File: config.mk
export PLATFORM = sky130hd
export DESIGN_NAME = alu_pipe
export DESIGN_NICKNAME = d
export VERILOG_FILES = /design/src/rtl/alu_pipe.sv
export SDC_FILE = /design/constraint.sdc
export NUM_CORES = 1
export LEC_CHECK = 0
export ABC_AREA = 1
export CAP_MARGIN = 20
export CORE_ASPECT_RATIO = 0.7
export CORE_UTILIZATION = 40
export CTS_CLUSTER_SIZE = 30
export DETAILED_ROUTE_END_ITERATION = 8
export GPL_ROUTABILITY_DRIVEN = 0
export HOLD_SLACK_MARGIN = 0.08
export PLACE_DENSITY = 0.78
export REMOVE_ABC_BUFFERS = 1
export SYNTH_ARGS = -nofsm -noshare
export SYNTH_HDL_FRONTEND = slang
export SYNTH_SLANG_ARGS = --single-unit
File: constraint.sdc
create_clock -name clk -period 2.3 [get_ports clk]
set_input_delay 0.69 -clock clk [delete_from_list [all_inputs] [get_ports clk]]
set_output_delay 0.69 -clock clk [all_outputs]
set_load 0.005 [all_outputs]
File: src/rtl/alu_pipe.sv
// Pipelined accumulator ALU: single-cycle logic/arithmetic ops plus an optional
// shift-add multiplier (opcode 8) that exists only when ALU_PIPE_MUL_EN is defined.
module alu_pipe #(
   parameter int WIDTH = 8
) (
   input  logic             clk,
   input  logic             rst_n,
   input  logic             alu_ena,
   input  logic [3:0]       opcode,
   input  logic [WIDTH-1:0] data,
   input  logic [WIDTH-1:0] accum,
   output logic [WIDTH-1:0] alu_out,
   output logic             zero,
   output logic             carry,
   output logic             busy,
   output logic             done,
   output logic             illegal
);

   localparam logic [3:0] OP_HLT  = 4'd0;
   localparam logic [3:0] OP_SKZ  = 4'd1;
   localparam logic [3:0] OP_ADD  = 4'd2;
   localparam logic [3:0] OP_ANDD = 4'd3;
   localparam logic [3:0] OP_XORR = 4'd4;
   localparam logic [3:0] OP_LDA  = 4'd5;
   localparam logic [3:0] OP_STO  = 4'd6;
   localparam logic [3:0] OP_JMP  = 4'd7;
   localparam logic [3:0] OP_MUL  = 4'd8;

   logic [WIDTH-1:0] alu_out_q;
   logic             carry_q;
   logic             done_q;
   logic             illegal_q;

   logic [WIDTH:0]   sum_s;
   logic [WIDTH-1:0] res_d;
   logic             carry_d;
   logic             legal_d;
   logic             is_mul_d;

`ifdef ALU_PIPE_MUL_EN
   typedef enum logic [0:0] {
      S_IDLE = 1'b0,
      S_MUL  = 1'b1
   } state_e;

   localparam int             CW       = $clog2(WIDTH);
   localparam logic [CW-1:0]  CNT_LAST = CW'(WIDTH - 1);
   localparam logic [CW-1:0]  CNT_ONE  = CW'(1);

   state_e             state_q;
   logic [CW-1:0]      cnt_q;
   logic [2*WIDTH-1:0] mcand_q;
   logic [WIDTH-1:0]   mplier_q;
   logic [2*WIDTH-1:0] prod_q;
   logic [2*WIDTH-1:0] prod_step_s;

   // One shift-add step: add the shifted multiplicand when the current multiplier bit is set.
   assign prod_step_s = prod_q + (mplier_q[0] ? mcand_q : {(2*WIDTH){1'b0}});
   assign busy        = (state_q == S_MUL);
`else
   assign busy        = 1'b0;
`endif

   assign zero    = (accum == {WIDTH{1'b0}});
   assign alu_out = alu_out_q;
   assign carry   = carry_q;
   assign done    = done_q;
   assign illegal = illegal_q;

   // Decode the presented opcode into the single-cycle result it would produce.
   always_comb begin
      sum_s    = {1'b0, data} + {1'b0, accum};
      res_d    = alu_out_q;
      carry_d  = carry_q;
      legal_d  = 1'b1;
      is_mul_d = 1'b0;
      case (opcode)
         OP_HLT, OP_SKZ, OP_STO, OP_JMP: res_d = accum;
         OP_ADD: begin
            res_d   = sum_s[WIDTH-1:0];
            carry_d = sum_s[WIDTH];
         end
         OP_ANDD: res_d = data & accum;
         OP_XORR: res_d = data ^ accum;
         OP_LDA:  res_d = data;
`ifdef ALU_PIPE_MUL_EN
         OP_MUL:  is_mul_d = 1'b1;
`endif
         default: legal_d = 1'b0;
      endcase
   end

   // Request acceptance, result/flag registers and the multiplier sequencer.
   always_ff @(posedge clk or negedge rst_n) begin
      if (!rst_n) begin
         alu_out_q <= {WIDTH{1'b0}};
         carry_q   <= 1'b0;
         done_q    <= 1'b0;
         illegal_q <= 1'b0;
`ifdef ALU_PIPE_MUL_EN
         state_q   <= S_IDLE;
         cnt_q     <= {CW{1'b0}};
         mcand_q   <= {(2*WIDTH){1'b0}};
         mplier_q  <= {WIDTH{1'b0}};
         prod_q    <= {(2*WIDTH){1'b0}};
`endif
      end else begin
         done_q    <= 1'b0;
         illegal_q <= 1'b0;
`ifdef ALU_PIPE_MUL_EN
         if (state_q == S_MUL) begin
            prod_q   <= prod_step_s;
            mcand_q  <= mcand_q << 1'b1;
            mplier_q <= mplier_q >> 1'b1;
            cnt_q    <= cnt_q + CNT_ONE;
            if (cnt_q == CNT_LAST) begin
               state_q   <= S_IDLE;
               alu_out_q <= prod_step_s[WIDTH-1:0];
               carry_q   <= |prod_step_s[2*WIDTH-1:WIDTH];
               done_q    <= 1'b1;
            end
         end else if (alu_ena && is_mul_d) begin
            // Operands are captured here so later input changes cannot disturb the product.
            state_q  <= S_MUL;
            cnt_q    <= {CW{1'b0}};
            mcand_q  <= {{WIDTH{1'b0}}, data};
            mplier_q <= accum;
            prod_q   <= {(2*WIDTH){1'b0}};
         end else
`endif
         if (alu_ena) begin
            alu_out_q <= res_d;
            carry_q   <= carry_d;
            done_q    <= 1'b1;
            illegal_q <= ~legal_d;
         end
      end
   end

endmodule

==> flow_metrics.py <==
metrics = {
    "final_layout": {
        "final_cell_mix": "nand2_1, inv_1, clkdlybuf4s50_1, buf_4, nand3_1",
        "areaGrowthSynthToFinish_pct": 46.9,
        "multi_input_area_um2": 764,
        "regArea_um2": 275,
        "design_area_um2": 1730,
        "drive_gt1_share_pct": 16.2,
        "final_cell_count_no_fill": 277,
        "fillers": 262,
        "final_common_cell": "nand2_1",
        "nNetsFinal": 274,
        "n_antenna_cell": 0,
    },
    "drt": {
        "via_count": 1330,
        "ant_nets": 0,
        "wire_per_inst_um": 11.5,
        "drtIter0Drc": 59,
        "drcViolationCount": 0,
        "routed_wl_mm": 3.19,
        "dr.pass1.iters": 4,
        "viasPerCell": 4.80,
    },
    "setup_path": {
        "reg2reg_to": "carry",
        "worstPathRequired_ns": 1.61,
        "crit_type": "in -> out",
        "endpoint_kind": "output pin",
        "start_kind": "primary input",
        "ff2ff_setup_slack_ns": 1.54,
        "worstReg2RegStart": "carry",
        "critPathArrivalTime_ns": 1.54,
        "worstPathMaxFanout": 2,
        "crit_start": "accum[2]",
        "reg2reg_depth": 2,
    },
    "yosys": {
        "synth_area_um2": 1170,
        "ys_ff_latch": 11,
        "synth_area_leaders": "dfrtp_1, nand2_1, inv_1, ha_1, nand3_1",
        "ys_warn_count": 0,
        "yosysTopAreaCell": "dfrtp_1",
        "seq_area_frac_synth_pct": 23.4,
        "synth.distinct_cells": 27,
        "synth.avg_cell_area_um2": 6.28,
        "synth_top_area_share_pct": 23.4,
        "postSynthCellCount": 187,
    },
    "clocking": {
        "clockBufferDepth": 2,
        "worstSkewPairLatency_ns": 0.24,
        "clock-root-buffer": "clkbuf_8",
        "cts.sinks": 11,
        "clk_transition_reported_paths_ns": 0.05,
        "cts_inserted_buffers": 3,
        "htreeDepth": 1,
        "cts_setup_buffers": 0,
        "tritoncts": "built",
    },
    "floorplanning": {
        "initial_core_util_pct": 42.2,
        "die_h_um": 47.3,
        "die_area_um2": 3160,
        "pin_count": 36,
        "coreArea_um2": 2780,
        "std_cell_rows": 16,
        "fp.dieW_um": 66.8,
    },
    "sta": {
        "tns_ns": 0,
        "skew_ns": 0,
        "final.period_utilization_pct": 96.9,
        "rsz0062_at_grt": "no",
        "clock.fmax_mhz": 449,
        "setup_viol": 0,
        "fin_ws_ns": 0.0711,
        "slew_viol_final": 0,
        "hold_violations": 0,
        "period_needed_ns": 2.23,
    },
    "global_routing": {
        "grt_pass1_vias": 1113,
        "grt_max_degree": 13,
        "use_met1_pct": 30.0,
        "grt_util_met3_pct": 5.83,
        "antenna_found_initial": 0,
        "grt_first_pass_wirelength_mm": 4.99,
        "grtUsageTotal_pct": 22.0,
        "busiest_layer": "met2",
        "grt_overflow": 0,
        "grtUsageMet2_pct": 34.9,
    },
    "power_and_ir_drop": {
        "power.leakage_uw": 0.000935,
        "total_power_uw": 739,
        "vdd_drop_max_uv": 355,
        "p_per_area_nw_per_um2": 428,
    },
    "run": {
        "max_cap_viol_count": 0,
    },
    "placement": {
        "port_buffers": 34,
        "hpwl_mm": 2.51,
        "place_inst": 273,
        "placed_area_um2": 1680,
        "dp_worst_setup_slack_ns": -0.675,
    },
    "hold_path": {
        "hold_start": "alu_out[6]",
        "whs_path_depth": 2,
        "whs_endpoint": "alu_out[6]",
        "min-delay-path-class": "reg -> reg",
    },
    "outcome": {
        "status": "finished clean",
    },
}
[critical path, cell delays in order]
cell and delay, ns:
clkdlybuf4s50_1 0.44, nand3b_1 0.16, nor3_1 0.12, buf_2 0.13
[where the power goes]
part	switching, uW	internal [uW]
Sequential	14.4	222
Combinational	145	163
Clock	73.7	122
[what timing repair did]
item                                    CTS  global route
hold buffers                              0             0
endpoints found under the setup margin    5             4
pin swaps                                 2             3
gates resized for setup                  18             7
[cell usage after synthesis (all sizes together)]
cell    instances
conb            1
o21ai          17
dfrtp          11
o21bai          1
nor4            1
o22ai           4
nor2           15
nand2          57
nand4           4
nand3          17
a21oi           3
nor3            3
ha              8
inv            36
nand3b          4
xnor2           1
a21boi          1
buf             2
fa              1
[layout make-up]
class	instances	share of cell area [%]
well taps	36	2.61
multi-input cells	138	44.3
clock buffers	4	2.61
flip-flops and latches	11	16.0
repair buffers	52	26.7
inverters	36	7.83
[layer usage]
layer	vias to the layer above	routed length (um)
met5	-	0
met4	0	19
met3	2	205
met2	42	1350
met1	575	1610
li1	711	-
[registers in the layout (all words and copies together), names as in the netlist]
name and cells:
carry 1, done 1, alu_out 8, illegal 1
[per-stage QoR]
| step | util [%] | hold slack (ns) |
|---|---|---|
| after floorplan | - | 0.394 |
| after global placement | 60.3 | 0.468 |
| after detailed placement | 60.3 | 0.466 |
| after CTS | 61.6 | 0.485 |
| after global routing | 62.0 | 0.510 |
| final | 62.0 | 0.481 |
[cell families (layout without fill, tap and decap cells)]
logic type	Yosys count	count (layout)	synth area share (%)
AOI/OAI and AO/OA	26	26	12.2
xor gates and xnor gates	1	1	0.746
adders and majority gates	9	9	10.2
buffers and inverters	38	92	13.1
DFF	11	11	23.4
other	1	1	0.319
and+or+nand+nor	101	101	39.9
[worst max path at each step]
stage | end | slack, ns | cells after the start
after floorplan | alu_out[6] | 0.36 | 13
after global placement | zero | -0.65 | 6
after detailed placement | zero | -0.68 | 6
after CTS | zero | 0.01 | 6
after global routing | zero | 0.02 | 6
final | zero | 0.07 | 4
(Power assumes the default switching activity.)
==> patch 1: new RTL, config.mk and constraints unchanged <==
Make the reset (`rst_n`) synchronous in one clocked block.
--- a/src/rtl/alu_pipe.sv
+++ b/src/rtl/alu_pipe.sv
@@ -92,7 +92,7 @@
    end
 
    // Request acceptance, result/flag registers and the multiplier sequencer.
-   always_ff @(posedge clk or negedge rst_n) begin
+   always_ff @(posedge clk) begin
       if (!rst_n) begin
          alu_out_q <= {WIDTH{1'b0}};
          carry_q   <= 1'b0;
Function: differs if rst_n is asserted again (counterexample within 4 cycles, from zero or initial values and one cycle with rst_n low); with rst_n held inactive, the same outputs for 10 cycles.
==> patch 1 against the original RTL <==
Worst setup slack improved by 1.5 ps. Sequential cell count unchanged. Power decreased by 11%. Design area increased by 1.7%. Wire length increased by 7.1%. Synthesized area decreased by 5.6%. Fmax about the same.
==> patch 1: results (changes against the original RTL) <==
GRT
  • Largest net degree at the start of global routing: 14 (was 13)
  • Met3 Resource Use GR: 6.25% (was 5.83%)
  • Met1 GRT Util: 32.9% (was 30.0%)
  • Global-route wire length before repair: 5.72 mm (was 4.99 mm)
  • Met2 usage: 44.2% (was 34.9%)
  • Aggregate global-route resource usage: 26.0% (was 22.0%)
  • Vias in the first global route: 1,331 (was 1,113)

Timing
  • Final clock skew: 0 ps (unchanged)

CTS
  • Clock tree root driver cell: clkbuf_8 (unchanged)

Finish
  • Sequential cell area: 220 µm² (was 275 µm²)
  • Sequential cell count of the final layout: 11 (unchanged)
  • Multi-input combinational area share: 44.8% (was 44.3%)
  • Proportion of final cell area spent on non-clock buffers: 30.8% (was 26.7%)
  • Portion of the layout cell area used by clock cells: 2.57% (was 2.61%)
  • Multi-input gates: 146 (was 138)
  • Fraction of final layout cells with drive strength greater than 1: 20.1% (was 16.2%)
  • Number of non-clock inverters in the layout: 32 (was 36)
  • Number of clock buffer instances in the layout: 4 (unchanged)
  • Antenna diodes: 0 (unchanged)
  • Fill cell total of the finished layout: 219 (was 262)
  • Number of nets in the layout: 287 (was 274)
  • Non-clock buffer instance count of the final layout: 61 (was 52)

Pwr
  • Pwr per Cell Area: 375 mW/mm² (was 428 mW/mm²)
  • Leakage power of the design: 0.000899 µW (was 0.000935 µW)
  • Peak supply drop: 0.319 mV (was 0.355 mV)

Synthesis
  • Largest cells by area after synthesis: nand2_1, dfxtp_1, inv_1 (was dfrtp_1, nand2_1, inv_1)
  • Share of async-settable or async-resettable flops after synthesis: 0% (was 100%)
  • Number of standard cells after synthesis: 192 (was 187)
  • Dominant synthesized flop cell: dfxtp_1 (was dfrtp_1)
  • Seq/Total Area, Yosys: 19.9% (was 23.4%)
  • Synthesized cell area: 0.00111 mm² (was 0.00117 mm²)
  • Most frequent cells after synthesis: nand2_1, inv_1, nand3_1 (unchanged)
  • Number of library cell types mapped by synthesis: 24 (was 27)

Route
  • Routed length on met2: 1.51 mm (was 1.35 mm)
  • Vias: 1,451 (was 1,330)
  • Topmost layer with routed signal wires: met4 (unchanged)
  • Number of iterations in the first detailed-routing pass: 4 (unchanged)
  • M1 WL: 1.53 mm (was 1.61 mm)
  • Aggregate routed wire length: 3.42 mm (was 3.19 mm)
  • Routed length per placed instance: 11.9 µm (was 11.5 µm)
  • Starting DRT DRC Count: 148 (was 59)
  • Amount of wire on met3 after detailed routing: 292 µm (was 205 µm)

Setup path
  • Arrival time worst endpoint: 1540 ps (about the same)
  • Slowest stage cell on the critical path: nor4_4 (was clkdlybuf4s50_1)
  • Crit path largest cell delay: 310 ps (was 440 ps)
  • Max FO, Critical Path: 2 (unchanged)

Place
  • Placed insts: 283 (was 273)
  • PortBufs: 34 (unchanged)
  • Total cell area at the placement stage: 0.00168 mm² (about the same)
  • HPWL after detailed placement: 2.69 mm (was 2.51 mm)
  • Dpl ws: -745 ps (was -675 ps)

Status
  • Run status: finished clean (unchanged)
patch 1: cell count changes after synthesis, sizes merged, moves of 2 or more:
cell   change
dfrtp     -11
nand2      +8
dfxtp     +11
inv        -4
o21ai      -3
nand4      -4
a21oi      +9
o22ai      -3
a31oi      +2
nor3       -2
patch 1: logic make-up (layout without fill, tap and decap cells):
kind of cell             count (synthesis)  in the layout  share of synthesized area, %
AO/OA/AOI/OAI                           31             31                          15.1
adder cells (fa/ha/maj)                  9              9                          10.8
buffers and inverters                   35             97                          12.6
flip-flops                              11             11                          19.9
other                                    1              1                         0.338
AND/OR/NAND/NOR                        105            105                          41.2
patch 1: worst max-delay path: cells and delay by family:
family	cells	cell delay, ps
simple gates	3	570
buf+inv	2	270
patch 1: worst paths after layout:
| path | startpoint | end | slack [ps] | cells past startpoint |
|---|---|---|---|---|
| min reg2reg | alu_out[6]$_SDFFE_PN0P_ | alu_out[6]$_SDFFE_PN0P_ | 460 | 2 |
| max reg2reg | carry$_SDFFE_PN0P_ | carry$_SDFFE_PN0P_ | 1610 | 3 |
| max | accum[0] | zero | 70 | 5 |
| min | alu_out[6]$_SDFFE_PN0P_ | alu_out[6]$_SDFFE_PN0P_ | 460 | 2 |
patch 1: power by group:
| part | internal [µW] | total, µW | switching, µW |
|---|---|---|---|
| Combinational | 131 | 260 | 129 |
| Sequential | 201 | 206 | 4.38 |
| Clock | 122 | 192 | 70.9 |
patch 1: repair_timing:
| action | CTS | global route |
|---|---|---|
| buffers inserted | 1 | 0 |
| endpoints found under the setup margin | 6 | 6 |
| gates resized for setup | 24 | 9 |
| pin swaps | 6 | 5 |
==> patch 2: new RTL, same settings <==
Without the edit above. Build with the macro `ALU_PIPE_MUL_EN` defined.
--- a/src/rtl/alu_pipe.sv
+++ b/src/rtl/alu_pipe.sv
@@ -1,5 +1,7 @@
 // Pipelined accumulator ALU: single-cycle logic/arithmetic ops plus an optional
 // shift-add multiplier (opcode 8) that exists only when ALU_PIPE_MUL_EN is defined.
+`define ALU_PIPE_MUL_EN
+
 module alu_pipe #(
    parameter int WIDTH = 8
 ) (
Behaviour: not the same (a bounded check fails within 4 cycles, from zero or initial values and one cycle with rst_n low).
==> patch 2 against the original RTL <==
Register-to-register slack got worse by 1500 ps. Synthesized area increased to 3.5 times the old value. Worst setup slack got worse by 31 ps. Count of clock-buffer cells in the layout increased by 2. Cell count increased to 2.9 times the old value. Core utilization decreased by 7.5 points. Sequential cell count increased by 44. Design area increased to 3.1 times the old value. Fmax decreased by 1.4%. Largest cell class unchanged. Synthesized cell count increased to 3.2 times the old value. Wire length increased to 3.8 times the old value. Power increased to 6.2 times the old value. First-iteration DRC count increased to 8.3 times the old value. Critical endpoint is now carry$_DFFE_PN0P_.
==> patch 2: results (changes against the original RTL) <==
Timing
  • Final clock skew: 7.24 ps (was 0 ps)
  • Slew Limit Headroom: between 60 and 70%
  • Post-route clock period utilization: 98.2% (was 96.9%)

Synthesis
  • Dominant synthesized flop cell: dfrtp_1 (unchanged)
  • Share of async-settable or async-resettable flops after synthesis: 100% (unchanged)
  • Seq/Total Area, Yosys: 34.0% (was 23.4%)
  • Number of library cell types mapped by synthesis: 38 (was 27)
  • Most frequent cells after synthesis: nand2_1, inv_1, dfrtp_1 (was nand2_1, inv_1, nand3_1)
  • Largest cells by area after synthesis: dfrtp_1, nand2_1, inv_1 (unchanged)
  • Total number of yosys warnings: 0 (unchanged)

CTS
  • H-tree levels: 2 (was 1)
  • Clk pin slew, worst setup/hold paths: 70 ps (was 50 ps)
  • Clock tree root driver cell: clkbuf_16 (was clkbuf_8)
  • Worst-skew pair later-pin latency: 300 ps (was 240 ps)
  • Number of clock buffers inserted by TritonCTS: 5 (was 3)
  • Maximum number of buffers from clock root to sink: 2 (unchanged)

GRT
  • Met1 GRT Util: 33.9% (was 30.0%)
  • Global-route wire length before repair: 19.2 mm (was 4.99 mm)
  • Aggregate global-route resource usage: 23.1% (was 22.0%)
  • Vias in the first global route: 3,992 (was 1,113)
  • Met2 usage: 34.9% (about the same)
  • Met3 Resource Use GR: 4.74% (was 5.83%)
  • Largest net degree at the start of global routing: 56 (was 13)

Route
  • Starting DRT DRC Count: 490 (was 59)
  • Routed length on met2: 5.47 mm (was 1.35 mm)
  • Topmost layer with routed signal wires: met4 (unchanged)
  • Number of iterations in the first detailed-routing pass: 5 (was 4)
  • Amount of wire on met3 after detailed routing: 1.26 mm (was 205 µm)
  • Aggregate routed wire length: 12.2 mm (was 3.19 mm)
  • Number of vias per cell after detailed routing: 5.45 (was 4.80)
  • M1 WL: 5.36 mm (was 1.61 mm)

Hold path
  • Path type of the worst min-delay path: in2async (was reg2reg)

Place
  • PortBufs: 35 (was 34)
  • HPWL after detailed placement: 8.55 mm (was 2.51 mm)
  • Dpl ws: -543 ps (was -675 ps)

Setup path
  • Launch point of the critical path: mplier_q[0]$_DFFE_PN0P_ (was accum[2])
  • Capture point of the critical path: carry$_DFFE_PN0P_ (was zero)
  • Top delay family on crit path: simple AND/OR/NAND/NOR gates (was buffers and inverters)
  • R2r worst-path depth: 16 (was 2)
  • Crit path largest cell delay: 450 ps
  • Max FO, Critical Path: 6 (was 2)
  • Arrival time worst endpoint: 2460 ps (was 1540 ps)
  • Slowest stage cell on the critical path: dfrtp_2 (was clkdlybuf4s50_1)

Pwr
  • Peak supply drop: 0.763 mV (was 0.355 mV)
  • Leakage power of the design: 0.00277 µW (was 0.000935 µW)

Finish
  • Antenna diodes: 0 (unchanged)
  • Fill cell total of the finished layout: 870 (was 262)
  • Fraction of final layout cells with drive strength greater than 1: 20.4% (was 16.2%)
  • Number of nets in the layout: 715 (was 274)

Status
  • Run status: finished clean (unchanged)
[patch 2: kinds of logic (layout without fill, tap and decap cells)]
kind of cell / Yosys count / after routing / synth area share (%)
simple gates: 295 / 295 / 31.3
buf+inv: 122 / 195 / 12.1
compound gates: 93 / 93 / 13.7
flops: 55 / 55 / 34.0
fa+ha+maj: 27 / 27 / 8.70
xor+xnor: 1 / 1 / 0.216
[patch 2: area by class of cell]
class                           count  area, µm²  area share, %
Clock inverter                      2       13.8          0.259
Multi-Input combinational cell    416       2500           46.9
Sequential cell                    55       1380           25.9
Clock buffer                        6        139           2.61
Timing Repair Buffer               83        744           14.0
Inverter                          104        390           7.34
Tap cell                          128        160           3.01
[patch 2: worst reg2reg max path, stage by stage (launching register included)]
cell and delay [ps]:
dfrtp_2 450, buf_6 140, nand2_1 60, inv_1 70
ha_1 310, nand3_1 110, nand3_2 140, nand2_2 100
nand2_2 80, nand2_1 90, nand3b_1 90, nand2_1 90
nand2_1 90, nor2_1 120, nand2_1 100, nand2_1 70
nand2_1 40
[patch 2: repair_timing]
item	CTS	global route
pin swaps	2	10
resized for setup	19	66
hold buffers	0	0
gates cloned	0	1
endpoints found under the setup margin	8	8
setup buffers	0	2
[patch 2: power by group]
part           total [µW]  internal, µW  switching, µW
registers            1580          1310            265
logic                2190           966           1230
clock network         796           436            360
total                4570          2720           1850
[patch 2: metrics by stage]
step | hold WS, ps | instance area (µm²) | instances | power, µW
4_1_cts | 401 | 4990 | 791 | 4290
3_5_place_dp | 485 | 4830 | 783 | 3470
2_1_floorplan | 394 | 3950 | 575 | 2660
5_1_grt | 414 | 5320 | 794 | 4880
6_report | 392 | 5320 | 794 | 4570
3_3_place_gp | 466 | 4830 | 783 | 3410
